<file path="src/rtl/approx_add_pkg.sv">
// Shared types and constants for controllers that time-multiplex the approximate adder.
package approx_add_pkg;
  localparam int ADD_W     = 16;
  localparam int SUM_W     = ADD_W + 1;
  localparam int TAG_MAX_W = 3;

  typedef struct packed {
    logic [ADD_W-1:0] a;
    logic [ADD_W-1:0] b;
  } add_req_t;

  typedef struct packed {
    logic [SUM_W-1:0]     sum;
    logic [TAG_MAX_W-1:0] id;
  } add_rsp_t;

  // Index width that never collapses to zero bits.
  function automatic int clog2_min1(input int n);
    return (n <= 2) ? 1 : $clog2(n);
  endfunction
endpackage

</file>
<file path="src/rtl/approx_add_share_ctrl_rr_arb.sv">
// Round-robin arbiter: search starts at ptr and wraps; gnt is one-hot when en, else zero.
module rr_arb
  import approx_add_pkg::*;
#(
  parameter int N     = 4,
  parameter int IDX_W = clog2_min1(N)
) (
  input  logic [N-1:0]     req,
  input  logic [IDX_W-1:0] ptr,
  input  logic             en,
  output logic [N-1:0]     gnt,
  output logic [IDX_W-1:0] gnt_idx
);
  logic             found;
  logic [IDX_W:0]   cand;

  always_comb begin
    found   = 1'b0;
    gnt_idx = '0;
    gnt     = '0;
    cand    = '0;
    for (int k = 0; k < N; k++) begin
      // One extra bit holds ptr+k before the modulo-N wrap.
      cand = (IDX_W+1)'(ptr) + (IDX_W+1)'(k);
      if (cand >= (IDX_W+1)'(N)) cand = cand - (IDX_W+1)'(N);
      if (!found && req[cand[IDX_W-1:0]]) begin
        found   = 1'b1;
        gnt_idx = cand[IDX_W-1:0];
      end
    end
    if (en && found) gnt[gnt_idx] = 1'b1;
  end
endmodule

</file>
<file path="src/rtl/approx_add_share_ctrl.sv">
// Shares one external approximate adder between NREQ requesters through a 2-stage pipeline.
// Optional error monitor (exact reference, err_cnt/err_max) enabled by APPROX_ERR_MON_EN.
module approx_add_share_ctrl
  import approx_add_pkg::*;
#(
  parameter int NREQ = 4,
  parameter int W    = ADD_W,
  parameter int ID_W = clog2_min1(NREQ)
) (
  input  logic              clk,
  input  logic              rst_n,
  input  logic [NREQ-1:0]   req_valid,
  output logic [NREQ-1:0]   req_ready,
  input  logic [NREQ*W-1:0] req_a,
  input  logic [NREQ*W-1:0] req_b,
  output logic [W-1:0]      add_a,
  output logic [W-1:0]      add_b,
  input  logic [W:0]        add_o,
  output logic              rsp_valid,
  input  logic              rsp_ready,
  output logic [W:0]        rsp_sum,
  output logic [ID_W-1:0]   rsp_id,
  output logic              busy
`ifdef APPROX_ERR_MON_EN
  ,
  output logic [15:0]       err_cnt,
  output logic [W:0]        err_max
`endif
);
  logic            s1_vld, s2_vld;
  logic [ID_W-1:0] s1_id;
  logic [ID_W-1:0] rr_ptr;
  logic [NREQ-1:0] gnt;
  logic [ID_W-1:0] gnt_idx;
  logic [ID_W-1:0] ptr_next;
  logic            s2_free, s1_adv, s1_free, xfer;
  logic [W-1:0]    a_arr [NREQ];
  logic [W-1:0]    b_arr [NREQ];

  generate
    for (genvar gi = 0; gi < NREQ; gi++) begin : g_unpack
      assign a_arr[gi] = req_a[gi*W +: W];
      assign b_arr[gi] = req_b[gi*W +: W];
    end
  endgenerate

  assign s2_free = !s2_vld || rsp_ready;
  assign s1_adv  = s1_vld && s2_free;
  assign s1_free = !s1_vld || s1_adv;

  // Grants are suppressed while reset is held so nothing appears accepted.
  rr_arb #(.N(NREQ), .IDX_W(ID_W)) u_arb (
    .req     (req_valid),
    .ptr     (rr_ptr),
    .en      (s1_free && rst_n),
    .gnt     (gnt),
    .gnt_idx (gnt_idx)
  );

  assign req_ready = gnt;
  assign xfer      = |gnt;
  assign ptr_next  = (gnt_idx == ID_W'(NREQ-1)) ? '0 : gnt_idx + ID_W'(1);

  always_ff @(posedge clk or negedge rst_n) begin
    if (!rst_n) begin
      s1_vld  <= 1'b0;
      s2_vld  <= 1'b0;
      s1_id   <= '0;
      rr_ptr  <= '0;
      add_a   <= '0;
      add_b   <= '0;
      rsp_sum <= '0;
      rsp_id  <= '0;
    end else begin
      if (xfer) begin
        add_a  <= a_arr[gnt_idx];
        add_b  <= b_arr[gnt_idx];
        s1_id  <= gnt_idx;
        rr_ptr <= ptr_next;
        s1_vld <= 1'b1;
      end else if (s1_adv) begin
        s1_vld <= 1'b0;
      end
      // Adder output is captured as-is; approximation error is intentionally kept.
      if (s1_adv) begin
        rsp_sum <= add_o;
        rsp_id  <= s1_id;
        s2_vld  <= 1'b1;
      end else if (rsp_ready) begin
        s2_vld  <= 1'b0;
      end
    end
  end

  assign rsp_valid = s2_vld;
  assign busy      = s1_vld || s2_vld;

`ifdef APPROX_ERR_MON_EN
  logic [W:0] exact_s2;
  logic [W:0] err_diff;

  assign err_diff = (rsp_sum >= exact_s2) ? (rsp_sum - exact_s2) : (exact_s2 - rsp_sum);

  always_ff @(posedge clk or negedge rst_n) begin
    if (!rst_n) begin
      exact_s2 <= '0;
      err_cnt  <= '0;
      err_max  <= '0;
    end else begin
      if (s1_adv) exact_s2 <= {1'b0, add_a} + {1'b0, add_b};
      if (rsp_valid && rsp_ready && (rsp_sum != exact_s2)) begin
        if (err_cnt != 16'hFFFF) err_cnt <= err_cnt + 16'd1;
        if (err_diff > err_max)  err_max <= err_diff;
      end
    end
  end
`endif
endmodule

</file>
<file path="config.mk">
export PLATFORM = sky130hd
export DESIGN_NAME = approx_add_share_ctrl
export DESIGN_NICKNAME = d
export VERILOG_FILES = /design/src/rtl/approx_add_pkg.sv /design/src/rtl/approx_add_share_ctrl_rr_arb.sv /design/src/rtl/approx_add_share_ctrl.sv
export SDC_FILE = /design/constraint.sdc
export NUM_CORES = 1
export LEC_CHECK = 0
export ABC_CLOCK_PERIOD_IN_PS = 4100
export BUFFER_PORTS_ARGS = -buffer_cell sky130_fd_sc_hd__buf_2
export CAP_MARGIN = 20
export CELL_PAD_IN_SITES_DETAIL_PLACEMENT = 0
export CELL_PAD_IN_SITES_GLOBAL_PLACEMENT = 1
export CORE_ASPECT_RATIO = 0.9
export CORE_MARGIN = 2
export CORE_UTILIZATION = 35
export CTS_CLUSTER_SIZE = 10
export DETAILED_ROUTE_END_ITERATION = 7
export PLACE_DENSITY = 0.91
export SLEW_MARGIN = 20
export SYNTH_ARGS = -nofsm -noshare
export SYNTH_HDL_FRONTEND = slang
export SYNTH_SLANG_ARGS = --single-unit
</file>
<file path="constraint.sdc">
create_clock -name clk -period 4.1 [get_ports clk]
set_input_delay 0.615 -clock clk [delete_from_list [all_inputs] [get_ports clk]]
set_output_delay 0.615 -clock clk [all_outputs]
set_load 0.01 [all_outputs]
</file>
# Word level (Yosys, flattened, before mapping)
# Index checks and enable logic that the tools add are counted.
[totals]
ff_bits = 57
wordCells = 81
output_inout_bits = 57
inputBits = 152
[classes]
n_eq_ne = 1
bitwise_logic = 1
n_reduce_logical = 18
magnitude_cmp = 11
muxes = 34
addsub = 8
[op_table]
columns = ["op", "n"]
rows = [
  ["binary-select mux 16 bit (select 2 bit)", 2],
  ["two-way mux 16 bit", 4],
  ["two-way mux 2 bit", 9],
  ["< comparator 2 x 3 -> 1 bit, second input constant", 5],
  ["two-way mux 1 bit", 13],
  [">= comparator 3 bit, second input constant", 4],
  ["binary-select mux 1 bit (select 2 bit)", 4],
  ["subtractor 2 x 1 -> 2 bit, second input constant", 4],
  ["logical AND 1 bit", 7],
  ["adder 2 x 2 -> 3 bit, second input constant", 2],
  ["zero test 1 bit", 5],
  ["two-way mux 4 bit", 1],
  ["nonzero test 2 bit", 2],
  ["OR reduction 4 bit", 1],
  ["adder 2 x 1 -> 3 bit, second input constant", 1],
  [">= comparator 2 x 3 -> 1 bit, second input constant", 1],
  ["logical OR 1 bit", 3],
  ["inverter 2 -> 3 bit", 1],
  ["adder 2 x 1 -> 2 bit, second input constant", 1],
  ["demux 1 bit (select 2 bit)", 1],
  ["== test 2 bit, second input constant", 1],
  [">= comparator 2 x 1 -> 1 bit, second input constant", 1],
]

# Logic depth before layout (Yosys ltp)
# Gate-level depths: netlist of the first run.
[depth]
depth_word = 21
mapped_depth = 11
mapped_depth_nobuf = 8

# By module
# A second synthesis of the first run with hierarchy kept.
[unflattened]
cells_unflattened = 186
hier_area_um2 = 3085.5
[modules_own_cells]
columns = ["mod", "seq_area_each_um2", "area_each_um2", "n_inst", "cells_per_inst"]
rows = [
  ["approx_add_share_ctrl", 1426.4, 2950.3, 1, 167],
  ["rr_arb", 0.0, 135.1, 1, 19],
]

# Least setup slack after synthesis of the first run
# OpenSTA, ideal clock, no wires.
[synth_timing]
path_kind = "input-to-output"
from = "input req_valid[0]"
to = "output req_ready[2]"
path_slack_ps = 1168
t_required_ps = 3485
path_stages = 9
arrival_time_ps = 2317
path_buffers = 2
path_cell_list = "nand2_1 a311oi_1 or2_4 inv_2 buf_2 ha_1 clkinv_1 clkbuf_1 nor2_1"
[synth_between]
elab_chain_cells = 17
word_cells_on_any_way = 29
classes_between = "order compare (2); mux (19); reduce/logical (8)"
[synth_lines]
columns = ["element", "line_no", "rtl"]
rows = [
  ["start: declaration", "approx_add_share_ctrl.sv:12", "input logic [NREQ-1:0] req_valid,"],
  ["binary-select mux 1 bit (select 2 bit)", "approx_add_share_ctrl_rr_arb.sv:26", "if (!found && req[cand[IDX_W-1:0]]) begin"],
  ["two-way mux 1 bit (not written as such)", "approx_add_share_ctrl_rr_arb.sv:26", ""],
  ["two-way mux 1 bit", "approx_add_share_ctrl_rr_arb.sv:26", ""],
  ["zero test 1 bit", "approx_add_share_ctrl_rr_arb.sv:26", ""],
  ["logical AND 1 bit", "approx_add_share_ctrl_rr_arb.sv:26", ""],
  ["two-way mux 1 bit", "approx_add_share_ctrl_rr_arb.sv:26", ""],
  ["zero test 1 bit", "approx_add_share_ctrl_rr_arb.sv:26", ""],
  ["logical AND 1 bit", "approx_add_share_ctrl_rr_arb.sv:26", ""],
  ["two-way mux 1 bit", "approx_add_share_ctrl_rr_arb.sv:26", ""],
  ["zero test 1 bit", "approx_add_share_ctrl_rr_arb.sv:26", ""],
  ["logical AND 1 bit", "approx_add_share_ctrl_rr_arb.sv:26", ""],
  ["two-way mux 2 bit", "approx_add_share_ctrl_rr_arb.sv:26", ""],
  ["< comparator 2 x 3 -> 1 bit (not written as such) / >= comparator 2 x 1 -> 1 bit (equally long branches)", "approx_add_share_ctrl_rr_arb.sv:31", "if (en && found) gnt[gnt_idx] = 1'b1;"],
  ["logical AND 1 bit (not written as such)", "approx_add_share_ctrl_rr_arb.sv:31", ""],
  ["two-way mux 1 bit (not written as such)", "approx_add_share_ctrl_rr_arb.sv:31", ""],
  ["demux 1 bit (select 2 bit)", "n/a", ""],
  ["two-way mux 4 bit (*)", "approx_add_share_ctrl_rr_arb.sv:31", ""],
  ["end: declaration", "approx_add_share_ctrl.sv:13", "output logic [NREQ-1:0] req_ready,"],
]
# Every way passes the cells marked *; elsewhere a longest branch is shown, timed or not. The select of a mux whose other input is x is not followed.

# Final worst setup path of the first run
[layout_timing]
from = "register rr_ptr[0]"
to = "output req_ready[2]"
[layout_between]
elab_chain_cells = 19
word_cells_on_any_way = 44
classes_between = "add/sub (7); order compare (6); mux (23); reduce/logical (8)"
[layout_lines]
columns = ["element", "line_no", "rtl"]
rows = [
  ["start: declaration", "approx_add_share_ctrl.sv:32", "logic [ID_W-1:0] rr_ptr;"],
  ["start signal: assignment", "approx_add_share_ctrl.sv:79", "rr_ptr <= ptr_next;"],
  ["parallel branches: the longest is 18 deep, another holds adder 2 x 1 -> 3 bit", "n/a", ""],
  ["two-way mux 4 bit (*)", "approx_add_share_ctrl_rr_arb.sv:31", ""],
]
# Mark *: on every way between the ends. The select of a mux whose other input is x is not followed.

==> flow_metrics.env, run 1 <==
export IMPL_clockBufferDepth=2
export IMPL_status="finished clean"
export IMPL_ant_nets=0
export IMPL_power_switching_w=0.00131
export IMPL_num_io_pins=209
export IMPL_numClockSinks=57
export IMPL_setup_viol=0
export IMPL_grt_overflow_total=0
export IMPL_hold_viol_final=0
export IMPL_drt_total_wl_mm=9.97
export IMPL_p_comb_share_pct=53.0
export IMPL_cts_tree="built"
export IMPL_antenna_found_initial=0
export IMPL_hpwlAfterDp_mm=7.37
export IMPL_syn_inst=307
export IMPL_fin_util_pct=49.1
export IMPL_hold_class="input port to asynchronous set/reset pin"
export IMPL_synth_distinct_cells=35
export IMPL_highest_layer="met4"
export IMPL_path_clk_slew_ns=0.08
export IMPL_path_class="flop to output pin"
export IMPL_fin_ws_ns=0.659
export IMPL_synth_area_per_cell_sq_um=11.5
export IMPL_wl_met2_mm=5.00
export IMPL_wl_per_cell_um=15.6
export IMPL_drcViolationCount=0
export IMPL_synth_edf_count=0
export IMPL_dp_worst_setup_slack_ns=0.822
export IMPL_synth_ff_type="dfrtp_1"
export IMPL_grt_max_degree=58
export IMPL_p_leak_nw=2.41
export IMPL_start_util_pct=36.4
export IMPL_post_drt_via_cell_ratio=5.16
export IMPL_ys_seq_area_share_pct=40.3
export IMPL_cp_max_fo=36
export IMPL_cp_data_arrival_time_ns=2.83
export IMPL_crit_path_top_delay_cell="inv_2"
export IMPL_yosysWarnings=0
export IMPL_rows=34
export IMPL_skew_ns=0.0110
export IMPL_die_h_um=99.4
export IMPL_postCtsSetupBuffers=0
export IMPL_syn_nets=460
export IMPL_syn2layout_area_growth_pct=35.1
export IMPL_gp_congestion=0.768
export IMPL_power_density_mw_per_mm2=659
export IMPL_path_cells="and2b_1 -> a311oi_1 -> or2_4 -> inv_2 -> ha_1 -> clkinv_1 -> buf_4 -> nor2_1 -> buf_2"
export IMPL_cts_hold_buf=0
export IMPL_htree_levels=3
export IMPL_fmax_mhz=291
export IMPL_layout_commonest_cell="buf_2"
export IMPL_cap_viol_max_count=0
export IMPL_cts_root_buf="clkbuf_8"
export IMPL_cts_buffers=9
export IMPL_period_share_pct=83.9
export IMPL_port_buffers=208
export IMPL_critPathLaunchType="flop"
export IMPL_tns_ns=0
export IMPL_drv_slew=0
export IMPL_slew_headroom_pct=47.4
export IMPL_final_cell_mix="buf_2, mux2i_1, dfrtp_1"
export IMPL_n_antenna_cell=0
export IMPL_fillers=912
export IMPL_internal_power_w=0.00184
export IMPL_ys_async_sr_fraction_pct=100
export IMPL_cpPeakStageDelay_ns=0.54
export IMPL_die_width_um=110
export IMPL_grt_total_usage_pct=18.2
export IMPL_seqPwrFrac_pct=32.4
export IMPL_die_area_sq_mm=0.0109
export IMPL_met3_length_um=646
export IMPL_nets=659
export IMPL_grt_pass1_vias=3412
export IMPL_required_ns=3.48
export IMPL_clockPowerShare_pct=14.6
export IMPL_clkLatencyLatePin_ns=0.33
export IMPL_wl_met1_mm=4.16
export IMPL_syn_area_sq_mm=0.00354
export IMPL_rsz0062_at_grt="no"
export IMPL_dr_pass1_iters=4
export IMPL_end_kind="output pin"
export IMPL_vias=3286
export IMPL_grt_pass1_wl_mm=15.9
export IMPL_coreArea_sq_mm=0.00974
export IMPL_yosys_register_bits=57
export IMPL_drtIter0Drc=126
export IMPL_cts_resized=0
export IMPL_period_minus_slack_ns=3.44
export IMPL_tightest_slew_ns=0.788
export IMPL_p_sw_share_pct=41.6
export IMPL_drive_gt1_share_pct=51.5
export IMPL_vdd_drop_max_v=0.000277
## synthesized netlist by cell type, types with 2 or more instances
| master | number | area share, % |
|---|---|---|
| buf_6 | 10 | 3.2 |
| o21ai_0 | 3 | 0.42 |
| buf_2 | 7 | 0.99 |
| dfrtp_1 | 57 | 40 |
| clkbuf_1 | 11 | 1.2 |
| mux2i_1 | 65 | 18 |
| nand2_1 | 6 | 0.64 |
| o221ai_1 | 32 | 7.9 |
| nor3_1 | 3 | 0.42 |
| inv_1 | 3 | 0.32 |
| a41oi_2 | 6 | 2.8 |
| inv_2 | 3 | 0.32 |
| a21oi_1 | 2 | 0.28 |
| and2_1 | 32 | 5.7 |
| nand2b_1 | 4 | 0.71 |
| nor2_1 | 3 | 0.32 |
| mux2_2 | 17 | 5.4 |
| a41oi_1 | 26 | 6.4 |
## worst max-delay path: cells and delay by family, from the launching register on
kind	cells	cell delay [ns]
buf+inv	4	1.00
simple gates	3	0.63
flops	1	0.41
fa+ha+maj	1	0.35
compound gates	1	0.05
## through the flow
stage          instance area [sq um]  std cells  total power, W  hold WS, ns
2_1_floorplan                   3540        307         0.00221        0.319
3_3_place_gp                    4610        621         0.00266        0.461
3_5_place_dp                    4610        621         0.00271        0.472
4_1_cts                         4790        637         0.00319        0.469
5_1_grt                         4790        637         0.00339        0.490
6_report                        4790        637         0.00316        0.450
## final cells by class
type                    count  area [sq um]  area share [%]
flip-flops and latches     57          1430            29.8
repair buffers            217          1110            23.2
multi-input cells         214          1890            39.5
clock buffers              10           128            2.67
clock inverters             6          45.0           0.941
inverters                   7          28.8           0.601
well taps                 126           158            3.29
## logic make-up after synthesis
kind of cell             after synthesis  synth area share [%]
buffers and inverters                 36                  6.29
adder cells (fa/ha/maj)                1                 0.353
multiplexers                          82                  23.8
AND/OR/NAND/NOR                       54                  9.22
AO/OA/AOI/OAI                         77                  20.1
flip-flops                            57                  40.3
## final timing paths
path                           start           end  slack [ns]  cells after the start
setup / recovery           rr_ptr[0]  req_ready[2]        0.66                      9
hold / removal                 rst_n     rr_ptr[1]        0.45                      2
setup reg to reg           rr_ptr[1]      add_b[7]        1.35                      7
hold reg to reg            rsp_id[0]     rsp_id[0]        0.49                      2
max in group asynchronous      rst_n      add_a[8]        3.16                      2
min in group clk           rsp_id[0]     rsp_id[0]        0.49                      2
## metal layers
| metal | global-route usage [%] | up-vias |
|---|---|---|
| met2 | 31.4 | 121 |
| met3 | 3.28 | 15 |
| met5 | 0 | - |
| li1 | - | 1605 |
| met1 | 22.6 | 1545 |
| met4 | 6.52 | 0 |
## power groups by stage
stage,sequential [W],clock (W),combinational [W]
final,0.00102,0.000461,0.00167
after global routing,0.00106,0.000504,0.00182
after CTS,0.00102,0.000480,0.00169
after detailed placement,0.00103,0,0.00168
after global placement,0.00101,0,0.00164
after floorplan,0.00114,0,0.00107
## sequential cells by signal, indices dropped and copies added, names as in the netlist
register,flops
rsp_sum,17
add_a,16
add_b,16
rr_ptr,2
rsp_id,2
s1_id,2
rsp_valid,1
s1_vld,1
No activity file was read; power rests on OpenSTA's default activity.
==> run 2, diff against run 1 <==
--- a/config.mk
+++ b/config.mk
@@ -5,17 +5,18 @@
 export SDC_FILE = /design/constraint.sdc
 export NUM_CORES = 1
 export LEC_CHECK = 0
-export ABC_CLOCK_PERIOD_IN_PS = 4100
+export ABC_AREA = 1
+export ABC_CLOCK_PERIOD_IN_PS = 3150
 export BUFFER_PORTS_ARGS = -buffer_cell sky130_fd_sc_hd__buf_2
 export CAP_MARGIN = 20
 export CELL_PAD_IN_SITES_DETAIL_PLACEMENT = 0
 export CELL_PAD_IN_SITES_GLOBAL_PLACEMENT = 1
 export CORE_ASPECT_RATIO = 0.9
 export CORE_MARGIN = 2
-export CORE_UTILIZATION = 35
+export CORE_UTILIZATION = 27
 export CTS_CLUSTER_SIZE = 10
 export DETAILED_ROUTE_END_ITERATION = 7
-export PLACE_DENSITY = 0.91
+export PLACE_DENSITY = 0.81
 export SLEW_MARGIN = 20
 export SYNTH_ARGS = -nofsm -noshare
 export SYNTH_HDL_FRONTEND = slang
==> constraint.sdc (replaced) <==
create_clock -name clk -period 3.15 [get_ports clk]
set_input_delay 0.4725 -clock clk [delete_from_list [all_inputs] [get_ports clk]]
set_output_delay 0.4725 -clock clk [all_outputs]
set_load 0.01 [all_outputs]
==> run 2 against run 1 <==
Cell count increased by 60%. Wire length increased by 29%. Utilization decreased by 12 points. First-iteration DRC count increased by 24%. Via count increased by 33%. Clock power increased by 130%. Global-route usage decreased by 1.6 points. Largest cell class unchanged.
==> flow_metrics.env, run 2 <==
export IMPL_port_buffers=208
export IMPL_vdd_drop_max_v=0.000813
export IMPL_largest_register="rsp_sum"
export IMPL_synth_area_per_cell_sq_um=6.42
export IMPL_tightest_slew_ns=0.867
export IMPL_hpwlAfterDp_mm=9.16
export IMPL_wl_met1_mm=5.93
export IMPL_dr_pass1_iters=4
export IMPL_largest_register_ffs=17
export IMPL_syn_nets=777
export IMPL_required_ns=2.68
export IMPL_rsz0062_at_grt="no"
export IMPL_coreArea_sq_mm=0.0146
export IMPL_drtIter0Drc=156
export IMPL_path_clk_slew_ns=0.05
export IMPL_cp_data_arrival_time_ns=2.30
export IMPL_critPathLaunchType="flop"
export IMPL_nets=971
export IMPL_die_h_um=120
export IMPL_path_class="flop to output pin"
export IMPL_layout_commonest_cell="nand2_1"
export IMPL_syn_inst=624
export IMPL_drv_slew=0
export IMPL_post_drt_via_cell_ratio=4.28
export IMPL_power_density_mw_per_mm2=1360
export IMPL_status="finished clean"
export IMPL_cts_root_buf="clkbuf_16"
export IMPL_syn_area_sq_mm=0.00401
export IMPL_fmax_mhz=360
export IMPL_cap_viol_max_count=0
export IMPL_wl_per_cell_um=12.5
export IMPL_numClockSinks=57
export IMPL_met3_length_um=820
export IMPL_final_cell_mix="nand2_1, buf_2, nand3_1"
export IMPL_grt_max_degree=57
export IMPL_tns_ns=0
export IMPL_rows=42
export IMPL_reg_largest_list="rsp_sum (17), add_a (16), add_b (16)"
export IMPL_syn2layout_area_growth_pct=36.5
export IMPL_synth_most_common_cell="nand2_1"
export IMPL_clockBufferDepth=2
export IMPL_fillers=1642
export IMPL_hold_viol_final=0
export IMPL_placed_area_sq_mm=0.00515
export IMPL_cts_tree="built"
export IMPL_synth_ff_type="dfrtp_1"
export IMPL_grt_pass1_vias=4257
export IMPL_gp_congestion=0.799
export IMPL_synth_edf_count=0
export IMPL_start_util_pct=27.4
export IMPL_synthTopCellsByArea="dfrtp_1, nand2_1, nand3_1"
export IMPL_yosysWarnings=0
export IMPL_netlist_top_cell_by_area="dfrtp_1"
export IMPL_grt_overflow_total=0
export IMPL_wl_met2_mm=5.89
export IMPL_drt_total_wl_mm=12.8
export IMPL_vias=4370
export IMPL_grt_total_usage_pct=16.6
export IMPL_setup_viol=0
export IMPL_period_share_pct=88.1
export IMPL_htree_levels=3
export IMPL_slew_headroom_pct=42.1
export IMPL_postCtsSetupBuffers=0
export IMPL_cp_max_fo=34
export IMPL_cts_buffers=9
export IMPL_grt_pass1_wl_mm=21.1
export IMPL_period_minus_slack_ns=2.78
export IMPL_highest_layer="met4"
export IMPL_synth_distinct_cells=25
export IMPL_fin_ws_ns=0.375
export IMPL_p_leak_nw=3.41
export IMPL_skew_ns=0.00346
export IMPL_whs_ns=0.375
export IMPL_clkLatencyLatePin_ns=0.33
export IMPL_ant_nets=0
export IMPL_yosys_register_bits=57
export IMPL_die_width_um=132
export IMPL_die_area_sq_mm=0.0158
export IMPL_end_kind="output pin"
export IMPL_drive_gt1_share_pct=32.9
export IMPL_synth_commonest_cells="nand2_1, nand3_1, inv_1"
export IMPL_num_io_pins=209
export IMPL_dp_worst_setup_slack_ns=0.469
export IMPL_hold_class="input port to flop"
export IMPL_ys_async_sr_fraction_pct=100
export IMPL_fin_area_sq_mm=0.00547
export IMPL_antenna_found_initial=1
export IMPL_drcViolationCount=0
export IMPL_synth_top_area_share_pct=35.6
export IMPL_ys_seq_area_share_pct=35.6
==> run 2: cell types whose count changed after synthesis, sizes merged, moves of 32 or more <==
| cell | before | now |
|---|---|---|
| a41oi | 32 | 0 |
| and2 | 32 | 0 |
| inv | 6 | 78 |
| mux2i | 65 | 0 |
| nand2 | 6 | 312 |
| nand3 | 0 | 106 |
| o221ai | 32 | 0 |
==> run 2: final timing paths <==
| path | from | end | slack [ns] | cells past startpoint |
|---|---|---|---|---|
| hold / removal | add_o[1] | rsp_sum[1] | 0.38 | 2 |
| setup reg to reg | rr_ptr[0] | add_b[8] | 0.60 | 15 |
| hold reg to reg | s1_id[0] | s1_id[0] | 0.47 | 2 |
| max in group asynchronous | rst_n | rr_ptr[0] | 1.66 | 3 |
| setup / recovery | rr_ptr[0] | req_ready[1] | 0.37 | 10 |
| min in group asynchronous | rst_n | add_a[10] | 0.49 | 2 |
==> run 2: metal layers <==
metal | vias up | track usage [%]
met5 | - | 0
li1 | 2293 | -
met2 | 121 | 27.6
met4 | 0 | 4.97
met3 | 13 | 4.60
met1 | 1943 | 21.1
==> run 2: cells by family (layout without fill, tap and decap cells) <==
logic type               Yosys count  count (layout)  share of synthesized area, %
AND/OR/NAND/NOR                  428             428                          44.9
buffers and inverters            115             314                          13.4
flip-flops                        57              57                          35.6
multiplexers                      18              18                          5.06
AO/OA/AOI/OAI                      5               5                         0.780
adder cells (fa/ha/maj)            1               1                         0.312
other                              0               1                             0
==> run 2: critical path, stage by stage (launching register included) <==
cell and delay (ns):
dfrtp_2 0.49, inv_2 0.14, nand2_1 0.09, nand3_2 0.09, nand2_2 0.09, nor2_4 0.15
nand4_1 0.15, nand2_2 0.13, buf_4 0.40, nor2_1 0.09, buf_2 0.15
==> run 2: layout make-up <==
cell class | instances | area [sq um] | share of cell area (%)
diodes | 1 | 2.50 | 0.0457
clock buffers | 10 | 229 | 4.18
clock inverters | 6 | 82.6 | 1.51
inverters | 79 | 297 | 5.42
multi-input cells | 452 | 2050 | 37.4
flip-flops and latches | 57 | 1430 | 26.1
well taps | 198 | 248 | 4.53
repair buffers | 219 | 1140 | 20.8
==> run 2: per-stage QoR <==
| step | power, W | util (%) | cells |
|---|---|---|---|
| 4_1_cts | 0.00759 | 37.4 | 1021 |
| 3_3_place_gp | 0.00649 | 35.2 | 1004 |
| 6_report | 0.00744 | 37.5 | 1022 |
| 5_1_grt | 0.00834 | 37.4 | 1021 |
| 3_5_place_dp | 0.00652 | 35.2 | 1004 |
| 2_1_floorplan | 0.00528 | - | 624 |
==> run 2: where the power goes <==
group | switching [W] | total, W | internal [W] | leakage (nW)
clock | 0.000350 | 0.00104 | 0.000688 | 0.152
sequential | 0.000210 | 0.00137 | 0.00116 | 0.681
combinational | 0.00328 | 0.00504 | 0.00176 | 2.57
total | 0.00384 | 0.00744 | 0.00360 | 3.41
==> run 2: what timing repair did <==
item / CTS / global route
resized for setup: 0 / 1
endpoints found under the setup margin: 0 / 1
hold buffers: 1 / 0
endpoints found under the hold margin: 1 / 0
